**src/rtl/fetch_ctrl_pkg.sv**
```systemverilog
// Shared widths, FSM encoding, buffer entry type and PC-next helper for the fetch controller.
package fetch_ctrl_pkg;

  localparam int unsigned PC_WIDTH   = 32;
  localparam int unsigned WORD_WIDTH = 32;

  typedef enum logic [1:0] {
    FETCH_IDLE = 2'd0,
    FETCH_REQ  = 2'd1,
    FETCH_WAIT = 2'd2,
    FETCH_HOLD = 2'd3
  } fetch_state_t;

  typedef struct packed {
    logic [PC_WIDTH-1:0]   pc;
    logic [WORD_WIDTH-1:0] insn;
    logic                  pred;
  } fetch_entry_t;

  // Sequential increment wraps naturally modulo 2^PC_WIDTH.
  function automatic logic [PC_WIDTH-1:0] pc_next(
    input logic [PC_WIDTH-1:0] pc,
    input logic                taken,
    input logic [PC_WIDTH-1:0] target,
    input int unsigned         inc
  );
    return taken ? target : pc + PC_WIDTH'(inc);
  endfunction

endpackage

```
**src/rtl/fetch_ctrl_buf.sv**
```systemverilog
// One-entry holding register for the word presented to the IF pipeline register.
module fetch_ctrl_buf
  import fetch_ctrl_pkg::*;
(
  input  logic         clk,
  input  logic         rst_n,
  input  logic         load,
  input  fetch_entry_t load_entry,
  input  logic         consume,
  input  logic         clear,
  output logic         valid,
  output fetch_entry_t entry
);

  // Clear beats load (redirect discards same-cycle data); load beats consume.
  always_ff @(posedge clk or negedge rst_n) begin
    if (!rst_n) begin
      valid <= 1'b0;
      entry <= '0;
    end else if (clear) begin
      valid <= 1'b0;
    end else if (load) begin
      valid <= 1'b1;
      entry <= load_entry;
    end else if (consume) begin
      valid <= 1'b0;
    end
  end

endmodule

```
**src/rtl/fetch_ctrl.sv**
```systemverilog
// IF-stage fetch sequencer: owns fetch PC, single-outstanding imem requests, redirect/drop handling.
module fetch_ctrl
  import fetch_ctrl_pkg::*;
#(
  parameter logic [PC_WIDTH-1:0] RESET_PC = 32'h0000_0000,
  parameter int unsigned         PC_INC   = 4
) (
  input  logic                  clk,
  input  logic                  rst_n,
  input  logic                  cpu_en,
  input  logic                  id_stall,
  input  logic                  ex_redirect,
  input  logic [PC_WIDTH-1:0]   ex_redirect_pc,
  input  logic                  bp_taken,
  input  logic [PC_WIDTH-1:0]   bp_target,
  output logic                  imem_req,
  output logic [PC_WIDTH-1:0]   imem_addr,
  input  logic                  imem_gnt,
  input  logic                  imem_rvalid,
  input  logic [WORD_WIDTH-1:0] imem_rdata,
  output logic [PC_WIDTH-1:0]   pc,
  output logic [WORD_WIDTH-1:0] insn,
  output logic                  predt_br_taken,
  output logic                  if_stall,
  output logic                  if_flush
);

  fetch_state_t          state, state_next;
  logic                  drop, drop_next;
  logic [PC_WIDTH-1:0]   fetch_pc;
  logic [PC_WIDTH-1:0]   req_pc;
  logic                  req_pred;
  logic                  req_live;

  logic                  buf_valid;
  fetch_entry_t          buf_entry;
  fetch_entry_t          load_entry;
  logic                  buf_load;
  logic                  buf_clear;
  logic                  consume;
  logic                  granted;

  assign consume = buf_valid & ~id_stall & cpu_en;
  assign granted = imem_req & imem_gnt;

  always_ff @(posedge clk or negedge rst_n) begin
    if (!rst_n) begin
      state <= FETCH_IDLE;
      drop  <= 1'b0;
    end else begin
      state <= state_next;
      drop  <= drop_next;
    end
  end

  always_comb begin
    state_next = state;
    drop_next  = drop;
    if (ex_redirect) begin
      case (state)
        FETCH_WAIT: begin
          if (imem_rvalid) begin
            state_next = FETCH_REQ;
            drop_next  = 1'b0;
          end else begin
            drop_next  = 1'b1;
          end
        end
        FETCH_REQ: begin
          if (granted) begin
            state_next = FETCH_WAIT;
            drop_next  = 1'b1;
          end
        end
        default: state_next = FETCH_REQ;
      endcase
    end else begin
      case (state)
        FETCH_IDLE: if (cpu_en) state_next = FETCH_REQ;
        FETCH_REQ: begin
          if (granted) begin
            state_next = FETCH_WAIT;
            drop_next  = 1'b0;
          end
        end
        FETCH_WAIT: begin
          if (imem_rvalid) begin
            drop_next  = 1'b0;
            state_next = (drop | (cpu_en & ~id_stall)) ? FETCH_REQ : FETCH_HOLD;
          end
        end
        FETCH_HOLD: if (consume) state_next = FETCH_REQ;
        default:    state_next = FETCH_IDLE;
      endcase
    end
  end

  // A new request only starts when its response is guaranteed a free buffer slot;
  // once presented it stays up until granted, even if cpu_en drops.
  always_comb begin
    imem_req   = (state == FETCH_REQ) & (req_live | (cpu_en & (~buf_valid | consume)));
    imem_addr  = fetch_pc;
    buf_load   = (state == FETCH_WAIT) & imem_rvalid & ~drop & ~ex_redirect;
    buf_clear  = ex_redirect;
    load_entry = '{pc: req_pc, insn: imem_rdata, pred: req_pred};
    if_stall   = ~buf_valid | id_stall | ~cpu_en;
    if_flush   = ex_redirect;
  end

  always_ff @(posedge clk or negedge rst_n) begin
    if (!rst_n) begin
      fetch_pc <= RESET_PC;
      req_pc   <= '0;
      req_pred <= 1'b0;
      req_live <= 1'b0;
    end else begin
      req_live <= imem_req & ~imem_gnt & ~ex_redirect;
      if (ex_redirect) begin
        fetch_pc <= ex_redirect_pc;
      end else if (granted) begin
        fetch_pc <= pc_next(fetch_pc, bp_taken, bp_target, PC_INC);
      end
      if (granted) begin
        req_pc   <= fetch_pc;
        req_pred <= bp_taken;
      end
    end
  end

  fetch_ctrl_buf u_fetch_buf (
    .clk        (clk),
    .rst_n      (rst_n),
    .load       (buf_load),
    .load_entry (load_entry),
    .consume    (consume),
    .clear      (buf_clear),
    .valid      (buf_valid),
    .entry      (buf_entry)
  );

  assign pc             = buf_entry.pc;
  assign insn           = buf_entry.insn;
  assign predt_br_taken = buf_entry.pred;

endmodule
```
**config.mk**
```make
export PLATFORM = sky130hd
export DESIGN_NAME = fetch_ctrl
export DESIGN_NICKNAME = d
export VERILOG_FILES = /design/src/rtl/fetch_ctrl_pkg.sv /design/src/rtl/fetch_ctrl_buf.sv /design/src/rtl/fetch_ctrl.sv
export SDC_FILE = /design/constraint.sdc
export NUM_CORES = 1
export LEC_CHECK = 0
export ABC_AREA = 1
export CELL_PAD_IN_SITES_DETAIL_PLACEMENT = 0
export CELL_PAD_IN_SITES_GLOBAL_PLACEMENT = 1
export CORE_MARGIN = 2
export CORE_UTILIZATION = 34
export DETAILED_ROUTE_END_ITERATION = 10
export GPL_TIMING_DRIVEN = 0
export HOLD_SLACK_MARGIN = 0.08
export PLACE_DENSITY = 0.88
export SLEW_MARGIN = 40
export SYNTH_ARGS = -nofsm -noshare
export SYNTH_HDL_FRONTEND = slang
export SYNTH_HIERARCHICAL = 1
export SYNTH_SLANG_ARGS = --single-unit
```
**constraint.sdc**
```tcl
create_clock -name clk -period 2.1 [get_ports clk]
set_input_delay 0.525 -clock clk [delete_from_list [all_inputs] [get_ports clk]]
set_output_delay 0.525 -clock clk [all_outputs]
set_load 0.05 [all_outputs]
```
* Yosys cells after proc, flatten, opt, wreduce, memory -nomap -nowiden
Index checks and enable logic that the tools add are counted.
** Storage, ports and cells
- Memories kept :: 0
- RAM bits :: 0
- Bits in read-only memories :: 0
- Register bits :: 135
- Bits of input ports :: 104
- Bits in latches :: 0
- Output and inout bits :: 100
- Word-level logic and storage cells :: 70
** Cells by class
- Multipliers :: 0
- Div/mod/pow operators :: 0
- Reduce and logical (&&, ||, !) cells :: 7
- Shift operators :: 0
- Order comparisons :: 0
- $add $sub $neg :: 1
- Equality and inequality tests :: 8
- Muxes and demuxes :: 22
- Bitwise operators :: 22
** Operators by type and width (count)
- $mux 32 :: 3
- $add 32x3->32 const B :: 1
- $mux 2 :: 7
- $and 1x1->1 :: 11
- $ne 3x3->1 const B :: 3
- $mux 1 :: 8
- $pmux 2 s4 :: 1
- $not 1->1 :: 6
- $reduce_and 3->1 :: 2
- $or 1x1->1 :: 5
- $eq 2x2->1 const B :: 2
- $ne 2x2->1 const B :: 2
- $pmux 1 s2 :: 2
- $pmux 2 s2 :: 1
- $reduce_bool 2->1 :: 2
- $reduce_bool 3->1 :: 1
- $eq 2x1->1 const B :: 1
- $logic_not 2->1 :: 1
- $reduce_and 2->1 :: 1

* Depth between registers and ports, before layout
- Depth in word-level cells :: 11
- Depth in mapped cells :: 10
- Depth with buffers taken out :: 10

* Cells and area by module
Netlist, hierarchy kept.
** By module, submodules not included
- fetch_ctrl :: seq. area each 1726.7 um2, times used 1, area each 4212.8 um2, cells an instance 628
- fetch_ctrl_buf :: seq. area each 1651.6 um2, times used 1, area each 2621.3 um2, cells an instance 287

* Least setup slack after synthesis
OpenSTA, ideal clock, no wires.
- Path type :: register to register
- Start :: register fetch_pc[2] (netlist: imem_addr[2])
- End :: register fetch_pc[28] (netlist: imem_addr[28])
- Path slack :: 0.182 ns
- Library setup time :: 0.116 ns
- Clock period less this slack :: 1.918 ns
- Path buffers :: 0
- Arrival :: 1.802 ns
- Stages on the path, launching flop included :: 11
- Data required time :: 1.984 ns
- Path through :: dfrtp_1 > ha_1 > nand3_2 > inv_1 > nand2_2 > nor2_1 > nand2_1 > nand2_1 > nand3_1 > nand2_1 > nand2_1
** Between the ends
- Cells in the longest elaborated chain, start to end :: 4
** Ends and longest elaborated chain
- from (decl) :: RTL line fetch_ctrl.sv:30 : logic [PC_WIDTH-1:0] fetch_pc;
- from (signal assigned) :: RTL line fetch_ctrl.sv:119 : fetch_pc <= ex_redirect_pc;
- from (signal assigned) :: RTL line fetch_ctrl.sv:121 : fetch_pc <= pc_next(fetch_pc, bp_taken, bp_target, PC_INC);
- $add 32x3->32 :: RTL line fetch_ctrl_pkg.sv:27 : return taken ? target : pc + PC_WIDTH'(inc);
- $mux 32 :: RTL line fetch_ctrl_pkg.sv:27
- $mux 32 :: RTL line fetch_ctrl.sv:120 : end else if (granted) begin
- $mux 32 :: RTL line fetch_ctrl.sv:118 : if (ex_redirect) begin
No other way between the ends. The select of a mux whose other input is x is not followed.
A chain may end at the register's enable or synchronous reset.

* Worst setup path after layout
- Start :: register state[1]
- End :: output imem_req
** Between the ends
- Cells in the longest elaborated chain, start to end :: 2
** Ends and longest elaborated chain
- from (decl) :: RTL line fetch_ctrl.sv:28 : fetch_state_t state, state_next;
- from (signal assigned) :: RTL line fetch_ctrl.sv:51 : state <= state_next;
- $eq 2x1->1 :: RTL line fetch_ctrl.sv:101 : imem_req = (state == FETCH_REQ) & (req_live | (cpu_en & (~buf_valid | consume)));
- $and 1x1->1 :: RTL line fetch_ctrl.sv:101
- to (decl) :: RTL line fetch_ctrl.sv:16 : output logic imem_req,
No other way between the ends.

==> flow_summary.json <==
{
  "status": "finished clean",
  "grt_pass1_vias": 6539,
  "fp.dieH_um": 145.8,
  "cts_buffers": 17,
  "final_cell_area_mm2": 0.009704,
  "placedCellCount": 1383,
  "io_pins": 204,
  "synthCells": 915,
  "synth_seq_area_share_pct": 49.43,
  "yosys_most_used_dff": "dfrtp_1",
  "min_to": "u_fetch_buf/entry[11]",
  "initial_core_util_pct": 34.89,
  "maxCapViolCount": 0,
  "fin_crit_sh_pct": 99.72,
  "synthDistinctLibCells": 31,
  "die_x_um": 145.8,
  "port_buffers": 202,
  "period_minus_slack_ns": 2.094,
  "hold_class": "flop to flop",
  "pre_cts_ws_ns": -0.7182,
  "antenna_found_initial": 0,
  "yosysTopAreaCell": "dfrtp_1",
  "routabilityCongestion": 0.9453,
  "htreeDepth": 4,
  "slew_violations": 0,
  "r2r.worst_path.cells": 7,
  "cts.sinks": 135,
  "end_kind": "output pin",
  "min_path_cells": 2,
  "synth-edff-count": 0,
  "yosysTopAreaCellShare_pct": 49.43,
  "hold_start": "u_fetch_buf/entry[11]",
  "maxSlewHeadroom_pct": 56.29,
  "power_mw": 11.88,
  "yosys_warnings": 6,
  "rsz0062_at_grt": "true",
  "grt_usage_pct": 21.84,
  "vias": 6762,
  "syn_area_mm2": 0.006834,
  "num_antenna_cells": 0,
  "drt-vias-per-instance": 4.775,
  "peakVddDrop_uv": 609.2,
  "critical_path.max_fanout": 6,
  "synthesis.nets": 1024,
  "setup_slack_ns": 0.005902,
  "setup_viol": 0,
  "grt.overflow.total": 0,
  "ys_ff_latch": 135,
  "startpoint_type": "flop",
  "layoutNonFillerInstCount": 1416,
  "crit_type": "flop to output pin",
  "final_net_count": 1247,
  "clock_path_buffers": 2,
  "drtIter0Drc": 358,
  "avgSynthCellArea_um2": 7.469,
  "cts_root_buf": "clkbuf_16",
  "finalWirelength_um": 22830,
  "async_flop_share_pct": 100.0,
  "cts_tree": "done",
  "clkLatencyLatePin_ns": 0.44,
  "synth.most_common_cell": "nand2_1",
  "num_rows": 51,
  "wire_per_inst_um": 16.12,
  "area_growth_pct": 42.00,
  "reg2reg_setup_slack_ns": 0.11,
  "worstPathArrival_ns": 1.57,
  "synthTopCellsByCount": "nand2_1, dfrtp_1, nand3_1, nor2_1, inv_1",
  "remaining_drc_errors": 0,
  "fillers": 1945,
  "synth_area_leaders": "dfrtp_1, nand2_1, nand3_1, nor2_1, o21ai_0",
  "holdWs_ns": 0.4634,
  "worst_slew_pin_slew_ns": 0.6557,
  "place_area_mm2": 0.009220,
  "leakagePower_nw": 5.053,
  "cts_setup_buffers": 0,
  "first_pass_iters": 5,
  "final_hold_viol_count": 0,
  "fin_skew_ns": 0.01073,
  "dp_hpwl_um": 17480,
  "crit_required_ns": 1.57,
  "grt_pass1_wl_um": 36100,
  "layout-drive-gt1-share_pct": 8.427,
  "regToRegEndpoint": "imem_addr[8]",
  "max_freq_ghz": 0.4775,
  "drtAntennaViolNets": 0,
  "grt_max_degree": 69,
  "cellPowerDensity_mw_per_mm2": 1224,
  "r2r_start": "imem_addr[2]",
  "path_clk_slew_ns": 0.06,
  "die-area_mm2": 0.02125,
  "core_mm2": 0.01959
}
==> final cells by class <==
type                            instances  area (um^2)  share of cell area, %
Multi-Input combinational cell        665         2935                  30.25
Sequential cell                       135         3379                  34.82
Timing Repair Buffer                  204         1942                  20.01
Buffer                                 45        276.5                  2.849
Inverter                               70        264.0                  2.720
Clock inverter                         13        122.6                  1.264
Clock buffer                           19        452.9                  4.667
Tap cell                              265        331.6                  3.417
==> registers in the layout (all words and copies together) (netlist names) <==
signal             flops
req_live               1
req_pc                32
imem_addr             32
drop                   1
state                  2
u_fetch_buf/valid      1
req_pred               1
u_fetch_buf/entry     65
==> worst max-delay path: stages (launching register included) <==
cell,delay [ns]
dfrtp_1,0.42
inv_1,0.12
ha_2,0.26
nand2_1,0.09
inv_1,0.09
buf_6,0.16
==> through the flow <==
| step | TNS, ns | utilization [%] |
|---|---|---|
| after floorplan | 0 | - |
| after global placement | -717.73 | 46.90 |
| after detailed placement | -41.81 | 47.07 |
| after CTS | -0.1011 | 49.43 |
| after global routing | -0.05716 | 49.54 |
| final | 0 | 49.54 |
==> power by group <==
part / internal (mW) / switching [mW] / total (mW)
clock: 1.70 / 1.21 / 2.91
sequential: 3.50 / 0.627 / 4.13
combinational: 1.33 / 3.51 / 4.84
total: 6.53 / 5.35 / 11.9
==> timing repair <==
item | 4_1_cts | 5_1_grt
hold buffers | 1 | 0
resized for setup | 117 | 7
setup endpoints to repair | 150 | 57
endpoints found under the hold margin | 65 | 0
pin swaps | 0 | 2
==> cells in the final DEF, fill, tap and decap left out, types with 2 or more instances in the layout <==
cell	netlist	final
o21ai_1	17	17
dlymetal6s2s_1	0	2
nand3_2	2	2
clkbuf_8	0	2
clkinv_4	0	5
nand2_1	358	358
buf_1	2	2
buf_6	7	9
o21ai_0	50	50
dfrtp_1	135	134
nor2_2	5	5
nand3_1	117	117
clkdlybuf4s50_1	0	99
xor2_1	2	2
inv_6	0	3
o211ai_1	11	11
clkinv_2	1	4
nand2_2	2	2
ha_1	5	4
clkbuf_16	0	17
nand4_1	3	3
inv_2	4	4
or2_2	2	2
dlygate4sd2_1	0	96
buf_2	24	25
buf_4	5	4
a31oi_1	3	3
nor2_1	79	79
clkbuf_1	7	7
inv_1	65	65
==> logic make-up (layout without fill, tap and decap cells) <==
logic type	Yosys count	after routing	synth area share, %
AND/OR/NAND/NOR	573	573	34.69
adder cells (fa/ha/maj)	5	5	0.9154
flip-flops	135	135	49.43
AO/OA/AOI/OAI	84	84	6.756
XOR/XNOR	3	3	0.3845
buffers and inverters	115	351	7.818
==> worst max path at each step <==
stage,startpoint,end,slack [ns],cells after the start
global route,id_stall,imem_req,-0.06,7
detailed placement,cpu_en,imem_req,-0.72,6
finish,state[1],imem_req,0.006,5
floorplan,imem_addr[2],imem_addr[28],0.18,10
global placement,rst_n,imem_addr[2],-5.04,1
CTS,cpu_en,imem_req,-0.10,6
==> routing by layer <==
metal	GRT usage [%]	wire, um	vias up	share of wire (%)
met2	34.67	10650	225	47
met5	0	0	-	0
met4	7.108	450	0	2.0
met3	4.953	1488	29	6.5
met1	29.64	10240	3153	45
li1	-	-	3355	-
(Power assumes the default switching activity.)
